==> src/rtl/muldiv_unit.sv <==
// Multi-cycle signed multiply (radix-2 Booth) / divide (restoring, on magnitudes) with start/busy/done handshake.
// Optional MULDIV_EARLY_ZERO_EN: trivially-zero operations skip RUN and go straight to FIXUP.
module muldiv_unit #(
    parameter int WIDTH = 32,
    parameter int CNT_W = $clog2(WIDTH) + 1
) (
    input  logic             clk,
    input  logic             clear,
    input  logic             start,
    input  logic             op,
    input  logic [WIDTH-1:0] a,
    input  logic [WIDTH-1:0] b,
    output logic             busy,
    output logic             done,
    output logic [WIDTH-1:0] hi,
    output logic [WIDTH-1:0] lo,
    output logic             div_by_zero
);

    typedef enum logic [1:0] {IDLE, RUN, FIXUP, DONE} state_t;

    state_t             state_q, state_d;
    logic               op_q, op_d;
    logic [WIDTH-1:0]   a_q, a_d;
    logic [WIDTH-1:0]   dvs_q, dvs_d;
    logic               quo_neg_q, quo_neg_d;
    logic [WIDTH-1:0]   ph_q, ph_d;
    logic [WIDTH-1:0]   pl_q, pl_d;
    logic               q1_q, q1_d;
    logic [CNT_W-1:0]   cnt_q, cnt_d;
    logic [WIDTH-1:0]   hi_q, hi_d;
    logic [WIDTH-1:0]   lo_q, lo_d;
    logic               dbz_q, dbz_d;

    logic [WIDTH:0]     booth_sum;
    logic [WIDTH:0]     trial;
    logic [WIDTH-1:0]   rem_shift;
    logic [WIDTH-1:0]   a_mag;
    logic [WIDTH-1:0]   b_mag;
    logic               accept;
    logic               early_zero;

    // Datapath helpers: Booth adder is WIDTH+1 bits so subtracting the most negative a cannot overflow.
    always_comb begin
        a_mag     = a[WIDTH-1] ? -a : a;
        b_mag     = b[WIDTH-1] ? -b : b;
        booth_sum = {ph_q[WIDTH-1], ph_q};
        case ({pl_q[0], q1_q})
            2'b01:   booth_sum = {ph_q[WIDTH-1], ph_q} + {a_q[WIDTH-1], a_q};
            2'b10:   booth_sum = {ph_q[WIDTH-1], ph_q} - {a_q[WIDTH-1], a_q};
            default: booth_sum = {ph_q[WIDTH-1], ph_q};
        endcase
        // Remainder stays below |b| <= 2^(WIDTH-1), so its top bit is always zero before the shift.
        rem_shift = {ph_q[WIDTH-2:0], pl_q[WIDTH-1]};
        trial     = {1'b0, rem_shift} - {1'b0, dvs_q};
        accept    = start && ((state_q == IDLE) || (state_q == DONE));
`ifdef MULDIV_EARLY_ZERO_EN
        early_zero = op ? ((a == '0) && (b != '0)) : ((a == '0) || (b == '0));
`else
        early_zero = 1'b0;
`endif
    end

    always_comb begin
        state_d   = state_q;
        op_d      = op_q;
        a_d       = a_q;
        dvs_d     = dvs_q;
        quo_neg_d = quo_neg_q;
        ph_d      = ph_q;
        pl_d      = pl_q;
        q1_d      = q1_q;
        cnt_d     = cnt_q;
        hi_d      = hi_q;
        lo_d      = lo_q;
        dbz_d     = dbz_q;
        case (state_q)
            IDLE, DONE: begin
                state_d = IDLE;
                if (accept) begin
                    op_d      = op;
                    a_d       = a;
                    dvs_d     = b_mag;
                    quo_neg_d = a[WIDTH-1] ^ b[WIDTH-1];
                    cnt_d     = '0;
                    dbz_d     = 1'b0;
                    q1_d      = 1'b0;
                    ph_d      = '0;
                    pl_d      = op ? a_mag : b;
                    state_d   = RUN;
                    if (early_zero) begin
                        pl_d    = '0;
                        state_d = FIXUP;
                    end
                end
            end
            RUN: begin
                cnt_d = cnt_q + 1'b1;
                if (!op_q) begin
                    ph_d = booth_sum[WIDTH:1];
                    pl_d = {booth_sum[0], pl_q[WIDTH-1:1]};
                    q1_d = pl_q[0];
                end else if (!trial[WIDTH]) begin
                    ph_d = trial[WIDTH-1:0];
                    pl_d = {pl_q[WIDTH-2:0], 1'b1};
                end else begin
                    ph_d = rem_shift;
                    pl_d = {pl_q[WIDTH-2:0], 1'b0};
                end
                if (cnt_q == CNT_W'(WIDTH - 1)) begin
                    state_d = FIXUP;
                end
            end
            FIXUP: begin
                state_d = DONE;
                if (!op_q) begin
                    hi_d = ph_q;
                    lo_d = pl_q;
                end else if (dvs_q == '0) begin
                    hi_d  = a_q;
                    lo_d  = '1;
                    dbz_d = 1'b1;
                end else begin
                    hi_d = a_q[WIDTH-1] ? -ph_q : ph_q;
                    lo_d = quo_neg_q ? -pl_q : pl_q;
                end
            end
            default: state_d = IDLE;
        endcase
    end

    always_ff @(posedge clk or negedge clear) begin
        if (!clear) begin
            state_q   <= IDLE;
            op_q      <= 1'b0;
            a_q       <= '0;
            dvs_q     <= '0;
            quo_neg_q <= 1'b0;
            ph_q      <= '0;
            pl_q      <= '0;
            q1_q      <= 1'b0;
            cnt_q     <= '0;
            hi_q      <= '0;
            lo_q      <= '0;
            dbz_q     <= 1'b0;
        end else begin
            state_q   <= state_d;
            op_q      <= op_d;
            a_q       <= a_d;
            dvs_q     <= dvs_d;
            quo_neg_q <= quo_neg_d;
            ph_q      <= ph_d;
            pl_q      <= pl_d;
            q1_q      <= q1_d;
            cnt_q     <= cnt_d;
            hi_q      <= hi_d;
            lo_q      <= lo_d;
            dbz_q     <= dbz_d;
        end
    end

    assign busy        = (state_q == RUN) || (state_q == FIXUP);
    assign done        = (state_q == DONE);
    assign hi          = hi_q;
    assign lo          = lo_q;
    assign div_by_zero = dbz_q;

endmodule

==> config.mk <==
export PLATFORM = sky130hd
export DESIGN_NAME = muldiv_unit
export DESIGN_NICKNAME = d
export VERILOG_FILES = /design/src/rtl/muldiv_unit.sv
export SDC_FILE = /design/constraint.sdc
export NUM_CORES = 1
export LEC_CHECK = 0
export CORE_MARGIN = 4
export CORE_UTILIZATION = 45
export DETAILED_ROUTE_END_ITERATION = 12
export GPL_ROUTABILITY_DRIVEN = 0
export PLACE_DENSITY_LB_ADDON = 0.3
export RECOVER_POWER = 50
export SYNTH_ARGS = -nofsm -noshare
export SYNTH_HDL_FRONTEND = slang
export SYNTH_SLANG_ARGS = --single-unit
==> constraint.sdc <==
create_clock -name clk -period 5.67 [get_ports clk]
set_clock_uncertainty 0.15 [all_clocks]
set_input_delay 1.134 -clock clk [delete_from_list [all_inputs] [get_ports clk]]
set_output_delay 1.134 -clock clk [all_outputs]
set_load 0.01 [all_outputs]
==> Yosys cells after proc, flatten, opt, wreduce, memory -nomap -nowiden <==
Index checks and enable logic that the tools add are counted.
{ "totals": {"reg_bits": 204} }
{ "classes": {"n_mux": 29, "eq_ne": 12, "n_bitwise": 1, "n_reduce_logical": 13, "add_sub_neg": 8} }
{ "ops": {"columns": ["op", "n"], "rows": [
  ["$mux 32", 14],
  ["$neg 32->32", 4],
  ["$pmux 32 s2", 2],
  ["$pmux 33 s2", 1],
  ["$sub 32x32->33", 2],
  ["$add 32x32->33", 1],
  ["$logic_not 32->1", 1],
  ["$pmux 6 s2", 1],
  ["$ne 2x2->1 const B", 5],
  ["$add 6x1->6 const B", 1],
  ["$eq 2x2->1 const B", 3],
  ["$eq 6x5->1 const B", 1],
  ["$mux 1", 6],
  ["$mux 6", 1],
  ["$pmux 2 s3", 1],
  ["$reduce_and 3->1", 2],
  ["$eq 2x1->1 const B", 2],
  ["$ne 4x2->1 const B", 1],
  ["$pmux 1 s2", 2],
  ["$reduce_and 2->1", 2],
  ["$reduce_and 4->1", 1],
  ["$reduce_bool 2->1", 2],
  ["$logic_not 2->1", 1],
  ["$logic_or 1x1->1", 2],
  ["other kinds (4)", 4]
]} }

==> Logic depth before layout (Yosys ltp) <==
Gate-level depths: netlist of the first run.
{ "depth": {"depth_word": 5, "ltp_mapped": 19} }

==> Worst setup path before layout of the first run <==
OpenSTA, ideal clock, no wires.
{ "synth_timing": {"kind": "reg-to-reg", "from": "register a_q[3]", "to": "register ph_q[29]", "path_stages_with_launch": 20, "n_path_buf": 0, "arrival_ns": 4.270, "slack_ns": 1.129, "path_cell_list": "dfrtp_1 -> or3_1 -> or3_1 -> nor2_1 -> nand3b_1 -> or3_1 -> nor2_1 -> nor2_1 -> xnor2_1 -> ha_1 -> a21o_1 -> a21o_1 -> a21o_1 -> a211oi_1 -> nand4_1 -> a41oi_1 -> o21ai_0 -> xnor2_1 -> a21oi_1 -> a32o_1"} }
{ "synth_via": {"elab_chain_cells": 4} }
{ "synth_rtl": {"columns": ["item", "line", "source"], "rows": [
  ["start, declared", "24", "logic [WIDTH-1:0] a_q, a_d;"],
  ["start signal, assigned", "136", "a_q <= '0;"],
  ["start signal, assigned", "149", "a_q <= a_d;"],
  ["$sub 32x32->33 or $add 32x32->33 (tied branches)", "50, 49", null],
  ["$pmux 33 s2 (*)", "48", "case ({pl_q[0], q1_q})"],
  ["$mux 32 (*)", "99", "if (!op_q) begin"],
  ["$pmux 32 s2 (*)", "77", "case (state_q)"],
  ["end signal, assigned", "152", "ph_q <= ph_d;"],
  ["end, declared", "27", "logic [WIDTH-1:0] ph_q, ph_d;"]
]} }
Mark *: on every way between the ends. The rest lies on a longest branch, timed or not.
A chain may end at the register's enable or synchronous reset.

==> Final worst setup path of the first run <==
Ends and elaborated chain as after synthesis.

==> results.rst, run 1 <==
.. list-table::
   :header-rows: 1

   * - Metric
     - Value
   * - Setup violations, final
     - 0
   * - Average routed wire per standard cell
     - approximately 21 um
   * - Max-capacitance violation count
     - 4
   * - Data required time at the worst endpoint
     - 5930 ps
   * - Startpoint-to-endpoint class of the critical path
     - reg -> reg
   * - Post-detailed-routing wire length
     - between 50000 and 60000 um
   * - Hold violation total from the final report
     - 0
   * - Overall Power
     - roughly 3.3 mW
   * - Portion of the post-synthesis area used by sequential elements
     - 0.311
   * - Launching instance or port of the critical path
     - a_q[3]$_DFFE_PN0P_
   * - Reg-to-reg slack, setup
     - between 400 and 500 ps
   * - Detailed-route via count
     - between 15000 and 20000
   * - Cell area after technology mapping
     - 0.0164 sq mm
   * - Global-route total usage across every layer
     - 0.264
   * - Status
     - finished, violations left
   * - List of most frequent post-synthesis cells
     - sky130_fd_sc_hd__nand2_1, sky130_fd_sc_hd__dfrtp_1, sky130_fd_sc_hd__o21ai_0
   * - Slew @ Worst Pin
     - 4070 ps
   * - Post-placement setup slack
     - between 600 and 700 ps
   * - Instance count of the mapped netlist
     - 2002
   * - Final critical-path required period
     - approximately 5200 ps
   * - Clock root buffer
     - sky130_fd_sc_hd__clkbuf_16
   * - F_max
     - ~190 MHz
   * - Largest cells by area after synthesis
     - sky130_fd_sc_hd__dfrtp_1, sky130_fd_sc_hd__o21ai_0, sky130_fd_sc_hd__ha_1
   * - Area enclosed by the die boundary
     - between 0.03 and 0.04 sq mm
   * - Detail-routed via count per cell
     - between 6 and 7
   * - Synthesized area per cell
     - between 8 and 9 sq um
   * - Area share of the largest cell type after synthesis
     - 0.311
   * - Post-layout worst setup margin
     - about 450 ps
   * - Reg-to-reg endpoint
     - ph_q[29]$_DFFE_PN0P_
   * - Sinks on Clock Net
     - ~200
   * - Drt pass-1 iters
     - 6
   * - Total of cells resized after clock tree synthesis
     - 0
   * - Number of cells traversed by the worst register-to-register path
     - 16
   * - Fin. max-slew vios
     - 283
   * - Dpl cells
     - approximately 2500
   * - Reg-to-Reg Start
     - a_q[3]$_DFFE_PN0P_
   * - Global route total overflow
     - 0
   * - Top-Level Pins
     - between 100 and 150
   * - Synthesized flop and latch total
     - slightly above 200
   * - First-pass GRT wire length
     - approximately 84000 um
   * - Most frequently used flop master after synthesis
     - sky130_fd_sc_hd__dfrtp_1
   * - Die height
     - 199 um
   * - Largest net degree at the start of global routing
     - roughly 120
   * - Most used standard cell by instance count after synthesis
     - sky130_fd_sc_hd__nand2_1
   * - RSZ-0062 raised after global routing
     - false
   * - Slew Limit Headroom
     - -1.72
   * - Final Non-Filler Cells
     - 2542
   * - Residual antenna-violating net count after detailed routing
     - 0
   * - Cell taking the most area after synthesis
     - sky130_fd_sc_hd__dfrtp_1
   * - Failing checks
     - capacitance limit, slew limit
   * - CTS tree
     - done
   * - Via count of the first global-routing pass
     - approximately 15000
   * - Share of cells above drive strength 1
     - 0.0750
   * - Reported leakage power
     - 8.25 nW
   * - Post-synthesis to final-layout area growth
     - 15.3%
   * - H-tree depth reported by CTS
     - 1
   * - Tcrit/Tclk final
     - 0.920
   * - Number of enable-type register cells in the synthesized netlist
     - 0
   * - Detailed-placement wirelength estimate
     - slightly above 40000 um
   * - Class of the tightest hold or removal check
     - reg -> reg
   * - Total negative setup slack
     - 0 ps
   * - Nets in the synthesized netlist
     - about 2100
   * - Clock Pin Slew Worst Setup and Hold Paths
     - ~60 ps
   * - Peak ir drop on the vdd network
     - ~0.2 mV
   * - Number of antenna violations at the first check in global routing
     - 1
   * - Post-CTS setup repair buffer count
     - 0
   * - Bufs on Longest Clock Path
     - 3
   * - Placeable core region
     - ~0.036 sq mm
   * - Initial Util
     - 0.459
   * - Antenna cells
     - 0
   * - Post-synthesis cell type count
     - 76
   * - Total of hold buffers inserted after clock tree synthesis
     - 0
   * - Number of clock buffers inserted by TritonCTS
     - 24
   * - PD cells
     - roughly 180 mW/mm^2
   * - Critical Path Fanout Max
     - 5
   * - Total of buffers placed on input and output ports
     - ~130
   * - Net total in the final layout
     - between 2000 and 2500
   * - Async set or reset register ratio after synthesis
     - 1.00
   * - Startpoint type of the worst setup path
     - flip-flop
   * - X dimension of the die
     - around 200 um
   * - Critical Path Sink Type
     - flip-flop
   * - Warnings, synthesis
     - 0
   * - Skew-Pair Late Insertion Delay
     - about 550 ps
   * - Capture point of the critical path
     - ph_q[29]$_DFFE_PN0P_
   * - Number of placement rows
     - ~70
   * - Iteration-0 DRC Markers
     - about 1500
   * - Data arrival, critical path
     - roughly 5500 ps
   * - Number of remaining DRC errors
     - 0
==> routing by layer <==
metal	vias to the layer above	share of wire	GRT usage
li1	7406	-	-
met1	7604	0.43	0.365
met2	611	0.46	0.422
met3	124	0.077	0.0532
met4	0	0.035	0.0793
met5	-	0	0
==> registers in the layout (all words and copies together), names as in the netlist, 2 cells and up <==
signal,cells
dvs_q,32
a_q,32
state_q,2
lo,32
pl_q,32
hi,32
cnt_q,6
ph_q,32
==> worst max-delay path, cell delays in order, from the launching register on <==
cell and delay, ps:
sky130_fd_sc_hd__dfrtp_1 420, sky130_fd_sc_hd__or3_1 400, sky130_fd_sc_hd__nor3b_1 540, sky130_fd_sc_hd__nand3b_1 250, sky130_fd_sc_hd__nor3_1 370, sky130_fd_sc_hd__nor4b_2 540
sky130_fd_sc_hd__nor2_1 100, sky130_fd_sc_hd__xnor2_1 160, sky130_fd_sc_hd__ha_1 360, sky130_fd_sc_hd__a21o_1 200, sky130_fd_sc_hd__a211oi_1 330, sky130_fd_sc_hd__nand4_1 190
sky130_fd_sc_hd__a41oi_1 370, sky130_fd_sc_hd__o21ai_0 190, sky130_fd_sc_hd__xnor2_1 180, sky130_fd_sc_hd__a21oi_1 90, sky130_fd_sc_hd__a32o_1 250
==> cell families (layout without fill, tap and decap cells) <==
family	count (synthesis)	in the layout	share of synthesized area
AO/OA/AOI/OAI	680	680	0.262
XOR/XNOR	177	177	0.0944
adder cells (fa/ha/maj)	77	77	0.0596
buffers and inverters	207	286	0.0479
flip-flops	204	204	0.311
multiplexers	94	94	0.0617
AND/OR/NAND/NOR	563	563	0.164
==> layout make-up <==
type / instances / area, sq um
clock buffer: 33 / 694
clock inverter: 11 / 161
fill: 3370 / 16800
inverter: 86 / 323
multi-input combinational: 1591 / 10600
sequential: 204 / 5110
tap: 461 / 577
timing repair buffer: 156 / 1510
==> through the flow <==
| step | util | instance area, sq um | hold WS (ps) |
|---|---|---|---|
| floorplan | - | 16400 | 314 |
| global placement | 0.507 | 18100 | 322 |
| detailed placement | 0.507 | 18100 | 323 |
| CTS | 0.530 | 19000 | 341 |
| global route | 0.530 | 18900 | 362 |
| finish | 0.530 | 18900 | 333 |
==> report_power, final <==
group | switching (mW) | total (mW) | internal, mW
logic | 0.135 | 0.214 | 0.0788
clock network | 0.658 | 1.66 | 0.999
registers | 0 | 1.46 | 1.46
total | 0.793 | 3.33 | 2.53
==> worst min path at each step <==
stage	endpoint	from	cells after the start
4_1_cts	hi[29]$_DFFE_PN0P_	hi[29]$_DFFE_PN0P_	1
5_1_grt	hi[9]$_DFFE_PN0P_	hi[9]$_DFFE_PN0P_	1
2_1_floorplan	quo_neg_q$_DFFE_PN0P_	quo_neg_q$_DFFE_PN0P_	2
3_5_place_dp	hi[29]$_DFFE_PN0P_	hi[29]$_DFFE_PN0P_	1
3_3_place_gp	hi[29]$_DFFE_PN0P_	hi[29]$_DFFE_PN0P_	1
6_report	hi[29]$_DFFE_PN0P_	hi[29]$_DFFE_PN0P_	1
==> cell usage in the layout (no fill, tap or decap), types with 14 or more instances in the layout <==
| master | instances |
|---|---|
| sky130_fd_sc_hd__nand2_1 | 216 |
| sky130_fd_sc_hd__o21ai_0 | 204 |
| sky130_fd_sc_hd__dfrtp_1 | 203 |
| sky130_fd_sc_hd__a21oi_1 | 176 |
| sky130_fd_sc_hd__clkdlybuf4s50_1 | 131 |
| sky130_fd_sc_hd__nor2_1 | 125 |
| sky130_fd_sc_hd__xor2_1 | 95 |
| sky130_fd_sc_hd__inv_1 | 86 |
| sky130_fd_sc_hd__xnor2_1 | 82 |
| sky130_fd_sc_hd__ha_1 | 74 |
| sky130_fd_sc_hd__mux2_2 | 58 |
| sky130_fd_sc_hd__nor3_1 | 36 |
| sky130_fd_sc_hd__mux2i_1 | 36 |
| sky130_fd_sc_hd__o211ai_1 | 34 |
| sky130_fd_sc_hd__a21o_1 | 33 |
| sky130_fd_sc_hd__o22a_1 | 30 |
| sky130_fd_sc_hd__nand3_1 | 28 |
| sky130_fd_sc_hd__nor4_1 | 27 |
| sky130_fd_sc_hd__or3_1 | 25 |
| sky130_fd_sc_hd__o22ai_1 | 25 |
| sky130_fd_sc_hd__clkbuf_16 | 24 |
| sky130_fd_sc_hd__o31ai_1 | 23 |
| sky130_fd_sc_hd__nand2b_1 | 21 |
| sky130_fd_sc_hd__buf_4 | 19 |
| sky130_fd_sc_hd__a211oi_1 | 18 |
| sky130_fd_sc_hd__a31oi_1 | 15 |
| sky130_fd_sc_hd__a32o_1 | 15 |
| sky130_fd_sc_hd__or4_1 | 14 |
(Power assumes the default switching activity.)
==> inputs of run 2 (changes only) <==
--- a/config.mk
+++ b/config.mk
@@ -5,12 +5,13 @@
 export SDC_FILE = /design/constraint.sdc
 export NUM_CORES = 1
 export LEC_CHECK = 0
-export CORE_MARGIN = 4
+export CORE_MARGIN = 1.5
 export CORE_UTILIZATION = 45
 export DETAILED_ROUTE_END_ITERATION = 12
 export GPL_ROUTABILITY_DRIVEN = 0
 export PLACE_DENSITY_LB_ADDON = 0.3
-export RECOVER_POWER = 50
+export RECOVER_POWER = 100
+export REMOVE_ABC_BUFFERS = 1
 export SYNTH_ARGS = -nofsm -noshare
 export SYNTH_HDL_FRONTEND = slang
 export SYNTH_SLANG_ARGS = --single-unit
==> run 2 against run 1 <==
Count of clock-buffer cells in the layout grew 3. Routed wire length is 3.5% lower. The flow finishes with violations (DRC, capacitance limit, slew limit). Largest cell class unchanged. Setup slack got worse by 64 ps. Sequential power barely moved.
==> results.rst, run 2 (synthesis gave the netlist of run 1 again) <==
.. list-table::
   :header-rows: 1

   * - Metric
     - Value
   * - Status
     - finished, violations left
   * - Failing checks
     - DRC, capacitance limit, slew limit
   * - Data required time at the worst endpoint
     - 5950 ps (+20 ps)
   * - Average routed wire per standard cell
     - 20.4 um (-3.5%)
   * - Worst hold path depth
     - 1 (unchanged)
   * - Iteration-0 DRC Markers
     - 1470 (-2.2%)
   * - Largest net degree at the start of global routing
     - 109 (-9.9%)
   * - Area enclosed by the die boundary
     - 0.0376 sq mm (-5.0%)
   * - Detailed-placement wirelength estimate
     - 37700 um (-8.0%)
   * - Startpoint-to-endpoint class of the critical path
     - reg -> reg
   * - Final Non-Filler Cells
     - 2540 (-0.079%)
   * - Slew Limit Headroom
     - -0.895 (+0.821)
   * - Detail-routed via count per cell
     - 6.12 (-1.2%)
   * - Startpoint type of the worst setup path
     - flip-flop
   * - Fin. max-slew vios
     - 331 (+17%)
   * - Net total in the final layout
     - 2208 (unchanged)
   * - Residual antenna-violating net count after detailed routing
     - 0 (unchanged)
   * - Die height
     - 194 um (-2.5%)
   * - Total of buffers placed on input and output ports
     - 134 (unchanged)
   * - Sinks on Clock Net
     - 204 (unchanged)
   * - Critical Path Sink Type
     - flip-flop
   * - Clock root buffer
     - sky130_fd_sc_hd__clkbuf_16
   * - Class of the tightest hold or removal check
     - reg -> reg
   * - Number of cells traversed by the worst register-to-register path
     - 14 (-2)
   * - Worst Hold Margin
     - 325 ps (-7.74 ps)
   * - CP cell instances
     - inv_1 > ha_1 > inv_1 > fa_1 > a211oi_1 > o21ai_0 > o211ai_1 > nand2b_1 > a211oi_1 > nand2_1 > a41oi_4 > clkbuf_2 > o311ai_0 > a32o_1
   * - Share of cells above drive strength 1
     - 0.0645 (-0.0105)
   * - Post-detailed-routing wire length
     - 51900 um (-3.5%)
   * - Total negative setup slack
     - 0 ps (unchanged)
   * - Most frequent standard cell in the layout excluding fill and tap cells
     - sky130_fd_sc_hd__nand2_1
   * - Number of remaining DRC errors
     - 2 (+2)
   * - Cell at the slowest stage of the critical path
     - sky130_fd_sc_hd__clkbuf_2
   * - Global route total overflow
     - 0 (unchanged)
   * - Final critical-path required period
     - 5280 ps (+64.2 ps)
   * - X dimension of the die
     - 194 um (-2.5%)
   * - Critical Path Fanout Max
     - 57 (+52)
   * - Number of clock buffers inserted by TritonCTS
     - 25 (+4.2%)
   * - Antenna cells
     - 0 (unchanged)
   * - Slew @ Worst Pin
     - 2840 ps (-1230 ps)
   * - F_max
     - 189 MHz (-1.2%)
   * - Hold violation total from the final report
     - 0 (unchanged)
   * - Setup violations, final
     - 0 (unchanged)
   * - Clock Pin Slew Worst Setup and Hold Paths
     - 60 ps (about the same)
   * - Data arrival, critical path
     - 5560 ps (+90 ps)
   * - Post-CTS setup repair buffer count
     - 0 (unchanged)
   * - Drt pass-1 iters
     - 10 (+4)
   * - Overall Power
     - 3.26 mW (-1.9%)
   * - First-pass GRT wire length
     - 82700 um (-1.5%)
   * - RSZ-0062 raised after global routing
     - false
   * - Via count of the first global-routing pass
     - 14708 (-2.1%)
   * - Bufs on Longest Clock Path
     - 3 (unchanged)
   * - Post-synthesis to final-layout area growth
     - 14.3%
   * - PD cells
     - 174 mW/mm^2 (-0.99%)
   * - Initial Util
     - 0.459 (unchanged)
   * - Total of cells resized after clock tree synthesis
     - 0 (unchanged)
   * - Dpl cells
     - 2497 (-0.040%)
   * - CTS tree
     - done
   * - Reported leakage power
     - 8.40 nW (+1.9%)
   * - Final cell utilization of the core
     - 0.525 (-0.00473)
   * - Placeable core region
     - 0.0357 sq mm (unchanged)
   * - Biggest cell delay along the critical path
     - 950 ps (+410 ps)
   * - Top-Level Pins
     - 135 (unchanged)
   * - Number of antenna violations at the first check in global routing
     - 0 (-1)
   * - Most frequent cells in the layout
     - sky130_fd_sc_hd__nand2_1, sky130_fd_sc_hd__o21ai_0, sky130_fd_sc_hd__dfrtp_1, sky130_fd_sc_hd__a21oi_1, sky130_fd_sc_hd__nor2_1
   * - Max-capacitance violation count
     - 6 (+2)
   * - Skew-Pair Late Insertion Delay
     - 550 ps (about the same)
   * - Peak ir drop on the vdd network
     - 0.165 mV (-20%)
   * - Total of hold buffers inserted after clock tree synthesis
     - 0 (unchanged)
   * - Tcrit/Tclk final
     - 0.931 (+0.0113)
   * - H-tree depth reported by CTS
     - 1 (unchanged)
   * - Global-route total usage across every layer
     - 0.273 (+0.00817)
   * - Number of placement rows
     - 69 (unchanged)
   * - Detailed-route via count
     - 15540 (-1.3%)
[run 2: cell types whose count changed in the layout (fill, tap and decap cells not counted), sizes merged]
| cell | change |
|---|---|
| clkinv | -4 |
| clkdlybuf4s50 | -70 |
| buf | -7 |
| clkdlybuf4s25 | -1 |
| dlygate4sd3 | +70 |
| clkbuf | +10 |
| inv | +1 |
| bufinv | -1 |
[run 2: cell type report]
class / count / area, sq um
Fill cell: 3415 / 17000
Multi-Input combinational cell: 1591 / 10500
Sequential cell: 204 / 5110
Timing Repair Buffer: 155 / 1460
Clock buffer: 36 / 717
Tap cell: 461 / 577
Inverter: 86 / 323
Clock inverter: 7 / 91.3
[run 2: report_power, final]
group / internal (mW) / switching (mW)
combinational: 0.0759 / 0.117
clock: 0.962 / 0.654
sequential: 1.46 / 0
total: 2.49 / 0.771
[run 2: layer usage]
metal  vias to the layer above  wire length (um)  global-route usage
met5                         -                 0                   0
met4                         0              1940               0.106
li1                       7422                 -                   -
met1                      7377             22800               0.379
met3                       114              4050              0.0358
met2                       627             23100               0.431
[run 2: path summary, 6_finish.rpt]
| kind | start | end | slack, ps |
|---|---|---|---|
| worst max-delay path | pl_q[31]$_DFFE_PN0P_ | ph_q[3]$_DFFE_PN0P_ | 390 |
| worst min-delay path | hi[9]$_DFFE_PN0P_ | hi[9]$_DFFE_PN0P_ | 320 |
| min in group asynchronous | clear | lo[5]$_DFFE_PN0P_ | 1340 |
| worst min register to register | hi[9]$_DFFE_PN0P_ | hi[9]$_DFFE_PN0P_ | 320 |
| worst max register to register | pl_q[31]$_DFFE_PN0P_ | ph_q[3]$_DFFE_PN0P_ | 390 |
| max in group asynchronous | clear | hi[19]$_DFFE_PN0P_ | 1310 |
[run 2: per-stage QoR]
stage                     worst slack, ps  cell area, sq um
final                                 391             18800
after floorplan                      -166             16000
after global placement                637             18100
after detailed placement              574             18100
after CTS                             542             18900
after global routing                 59.3             18800
[run 2: worst max-delay path: cells and delay by family, from the launching register on]
| kind | cells | cell delay (ps) |
|---|---|---|
| compound gates | 7 | 2220 |
| fa+ha+maj | 2 | 660 |
| buf+inv | 3 | 1250 |
| flops | 1 | 410 |
| simple gates | 2 | 400 |
==> inputs of run 3 (changes only) <==
--- a/config.mk
+++ b/config.mk
@@ -7,6 +7,7 @@
 export LEC_CHECK = 0
 export CORE_MARGIN = 1.5
 export CORE_UTILIZATION = 45
+export CTS_CLUSTER_SIZE = 8
 export DETAILED_ROUTE_END_ITERATION = 12
 export GPL_ROUTABILITY_DRIVEN = 0
 export PLACE_DENSITY_LB_ADDON = 0.3
==> run 3 against run 2 <==
The run still ends with DRC, capacitance limit, slew limit left. Clock power is 5% lower. Count of clock-buffer cells in the layout is 2 lower. Critical endpoint unchanged. Non-clock buffer count stayed put. Flip-flop and latch count stayed put. Final area is 0.34% lower.
==> results.rst, run 3 (synthesis gave the netlist of run 1 again) <==
.. list-table::
   :header-rows: 1

   * - Metric
     - Value
   * - Detail-routed via count per cell
     - 6.15 (+0.57%)
   * - Drt pass-1 iters
     - 11 (+1)
   * - Most frequent standard cell in the layout excluding fill and tap cells
     - sky130_fd_sc_hd__nand2_1
   * - Clock Pin Slew Worst Setup and Hold Paths
     - 50 ps (about the same)
   * - CP cell instances
     - inv_1 > ha_1 > inv_1 > fa_1 > a211oi_1 > o21ai_0 > o211ai_1 > nand2b_1 > a211oi_1 > nand2_1 > a41oi_4 > clkbuf_2 > o311ai_0 > a32o_1
   * - Fin. max-slew vios
     - 331 (unchanged)
   * - Skew-Pair Late Insertion Delay
     - 560 ps (about the same)
   * - Residual antenna-violating net count after detailed routing
     - 0 (unchanged)
   * - Initial Util
     - 0.459 (unchanged)
   * - Combinational cell fraction of total power
     - 0.060 (about the same)
   * - Startpoint-to-endpoint class of the critical path
     - reg -> reg
   * - CP bufs+invs
     - 3 (unchanged)
   * - Failing checks
     - DRC, capacitance limit, slew limit
   * - Post-detailed-routing wire length
     - 52200 um (+0.44%)
   * - Slew @ Worst Pin
     - 2800 ps (-40.4 ps)
   * - Average routed wire per standard cell
     - 20.6 um (+0.80%)
   * - Hold violation total from the final report
     - 0 (unchanged)
   * - Fraction of power spent switching nets
     - 0.238 (+0.00166)
   * - Delay-heaviest family, CP
     - compound AO/OA/AOI/OAI gates
   * - First-pass GRT wire length
     - 82700 um (about the same)
   * - Detailed-route via count
     - 15573 (+0.21%)
   * - Total of cells resized after clock tree synthesis
     - 0 (unchanged)
   * - Die height
     - 194 um (unchanged)
   * - Via count of the first global-routing pass
     - 14695 (-0.088%)
   * - Number of antenna violations at the first check in global routing
     - 0 (unchanged)
   * - Startpoint type of the worst setup path
     - flip-flop
   * - Total of fill cells in the finished design
     - 3417 (+0.059%)
   * - Placeable core region
     - 0.0357 sq mm (unchanged)
   * - CTS tree
     - done
   * - Setup violations, final
     - 0 (unchanged)
   * - Net total in the final layout
     - 2212 (+0.18%)
   * - Total area of sequential cells
     - 0.00511 sq mm (unchanged)
   * - Max-capacitance violation count
     - 6 (unchanged)
   * - Class of the tightest hold or removal check
     - reg -> reg
   * - Cell-internal power
     - 2.43 mW (-2.5%)
   * - Biggest cell delay along the critical path
     - 950 ps (about the same)
   * - Clock network power share
     - 0.483 (-0.012)
   * - Final cell utilization of the core
     - 0.523 (-0.00179)
   * - Iteration-0 DRC Markers
     - 1499 (+2.0%)
   * - Status
     - finished, violations left
   * - Critical Path Fanout Max
     - 57 (unchanged)
   * - Share of cells above drive strength 1
     - 0.0614 (-0.00310)
   * - Tcrit/Tclk final
     - 0.938 (+0.00719)
   * - Sinks on Clock Net
     - 204 (unchanged)
   * - Detailed-placement wirelength estimate
     - 37700 um (unchanged)
   * - Total area of multi-input combinational cells
     - 0.0105 sq mm (unchanged)
   * - Clock root buffer
     - sky130_fd_sc_hd__clkbuf_16
   * - Total of hold buffers inserted after clock tree synthesis
     - 0 (unchanged)
   * - Data required time at the worst endpoint
     - 5960 ps (about the same)
   * - H-tree depth reported by CTS
     - 1 (unchanged)
   * - Total of buffers placed on input and output ports
     - 134 (unchanged)
   * - X dimension of the die
     - 194 um (unchanged)
   * - RSZ-0062 raised after global routing
     - false
   * - Global-route total usage across every layer
     - 0.273 (+0.000527)
   * - Slew Limit Headroom
     - -0.868 (+0.0269)
   * - Critical Path Sink Type
     - flip-flop
   * - Largest net degree at the start of global routing
     - 109 (unchanged)
   * - Top-Level Pins
     - 135 (unchanged)
   * - Antenna cells
     - 0 (unchanged)
   * - PD cells
     - 171 mW/mm^2 (-1.9%)
   * - Reported leakage power
     - 8.37 nW (-0.40%)
   * - Switching power total
     - 758 uW (-1.6%)
   * - Number of clock buffers inserted by TritonCTS
     - 29 (+16%)
   * - Bufs on Longest Clock Path
     - 3 (unchanged)
   * - Data arrival, critical path
     - 5610 ps (+50 ps)
   * - Number of remaining DRC errors
     - 2 (unchanged)
   * - Global route total overflow
     - 0 (unchanged)
   * - Overall Power
     - 3.19 mW (-2.3%)
   * - Number of placement rows
     - 69 (unchanged)
   * - Peak ir drop on the vdd network
     - 0.209 mV (+26%)
   * - Final critical-path required period
     - 5320 ps (+40.8 ps)
   * - F_max
     - 188 MHz (-0.77%)
   * - Most frequent cells in the layout
     - sky130_fd_sc_hd__nand2_1, sky130_fd_sc_hd__o21ai_0, sky130_fd_sc_hd__dfrtp_1, sky130_fd_sc_hd__a21oi_1, sky130_fd_sc_hd__nor2_1
   * - Post-synthesis to final-layout area growth
     - 13.9%
   * - Part of the total power dissipated in sequential elements
     - 0.457 (+0.011)
   * - Post-CTS setup repair buffer count
     - 0 (unchanged)
   * - Area enclosed by the die boundary
     - 0.0376 sq mm (unchanged)
   * - Cell at the slowest stage of the critical path
     - sky130_fd_sc_hd__clkbuf_2
run 3: metrics by stage:
stage               worst slack [ps]  hold WS (ps)  std cells  instance area, sq um  setup TNS (ps)
floorplan                       -166           314       1881                 16000            -372
global route                    65.8           355       2531                 18700               0
CTS                              554           338       2531                 18900               0
global placement                 637           318       2497                 18100               0
finish                           350           325       2531                 18700               0
detailed placement               574           324       2497                 18100               0
run 3: path summary, 6_finish.rpt:
path	startpoint	to	slack, ps	cells after the start
max	pl_q[31]$_DFFE_PN0P_	ph_q[3]$_DFFE_PN0P_	350	14
min	hi[1]$_DFFE_PN0P_	hi[1]$_DFFE_PN0P_	330	2
max reg2reg	pl_q[31]$_DFFE_PN0P_	ph_q[3]$_DFFE_PN0P_	350	14
min reg2reg	hi[1]$_DFFE_PN0P_	hi[1]$_DFFE_PN0P_	330	2
max in group asynchronous	clear	hi[22]$_DFFE_PN0P_	1370	2
min in group asynchronous	clear	lo[5]$_DFFE_PN0P_	1310	1
run 3: routing by layer:
layer | part of all wire | GRT usage
met5 | 0 | 0
met4 | 0.037 | 0.109
met3 | 0.084 | 0.0370
met2 | 0.44 | 0.431
met1 | 0.44 | 0.379
run 3: worst register-to-register path: stages (launching register included):
cell                       delay [ps]
sky130_fd_sc_hd__dfrtp_1          410
sky130_fd_sc_hd__inv_1            260
sky130_fd_sc_hd__ha_1             240
sky130_fd_sc_hd__inv_1             60
sky130_fd_sc_hd__fa_1             420
sky130_fd_sc_hd__a211oi_1         220
sky130_fd_sc_hd__o21ai_0          260
sky130_fd_sc_hd__o211ai_1         310
sky130_fd_sc_hd__nand2b_1         150
sky130_fd_sc_hd__a211oi_1         510
sky130_fd_sc_hd__nand2_1          270
sky130_fd_sc_hd__a41oi_4          220
sky130_fd_sc_hd__clkbuf_2         950
sky130_fd_sc_hd__o311ai_0         450
sky130_fd_sc_hd__a32o_1           330
run 3: final cells by class:
class                   count  area share
clock buffers              34      0.0398
inverters                  86      0.0173
multi-input cells        1591       0.561
flip-flops and latches    204       0.273
well taps                 461      0.0308
repair buffers            155      0.0783
run 3: power by group through the flow:
stage | registers, mW | clock network [mW] | logic [mW]
floorplan | 1.48 | 0 | 0.0613
detailed placement | 1.48 | 0 | 0.195
global route | 1.46 | 1.62 | 0.212
finish | 1.46 | 1.54 | 0.192
global placement | 1.48 | 0 | 0.195
CTS | 1.46 | 1.57 | 0.197
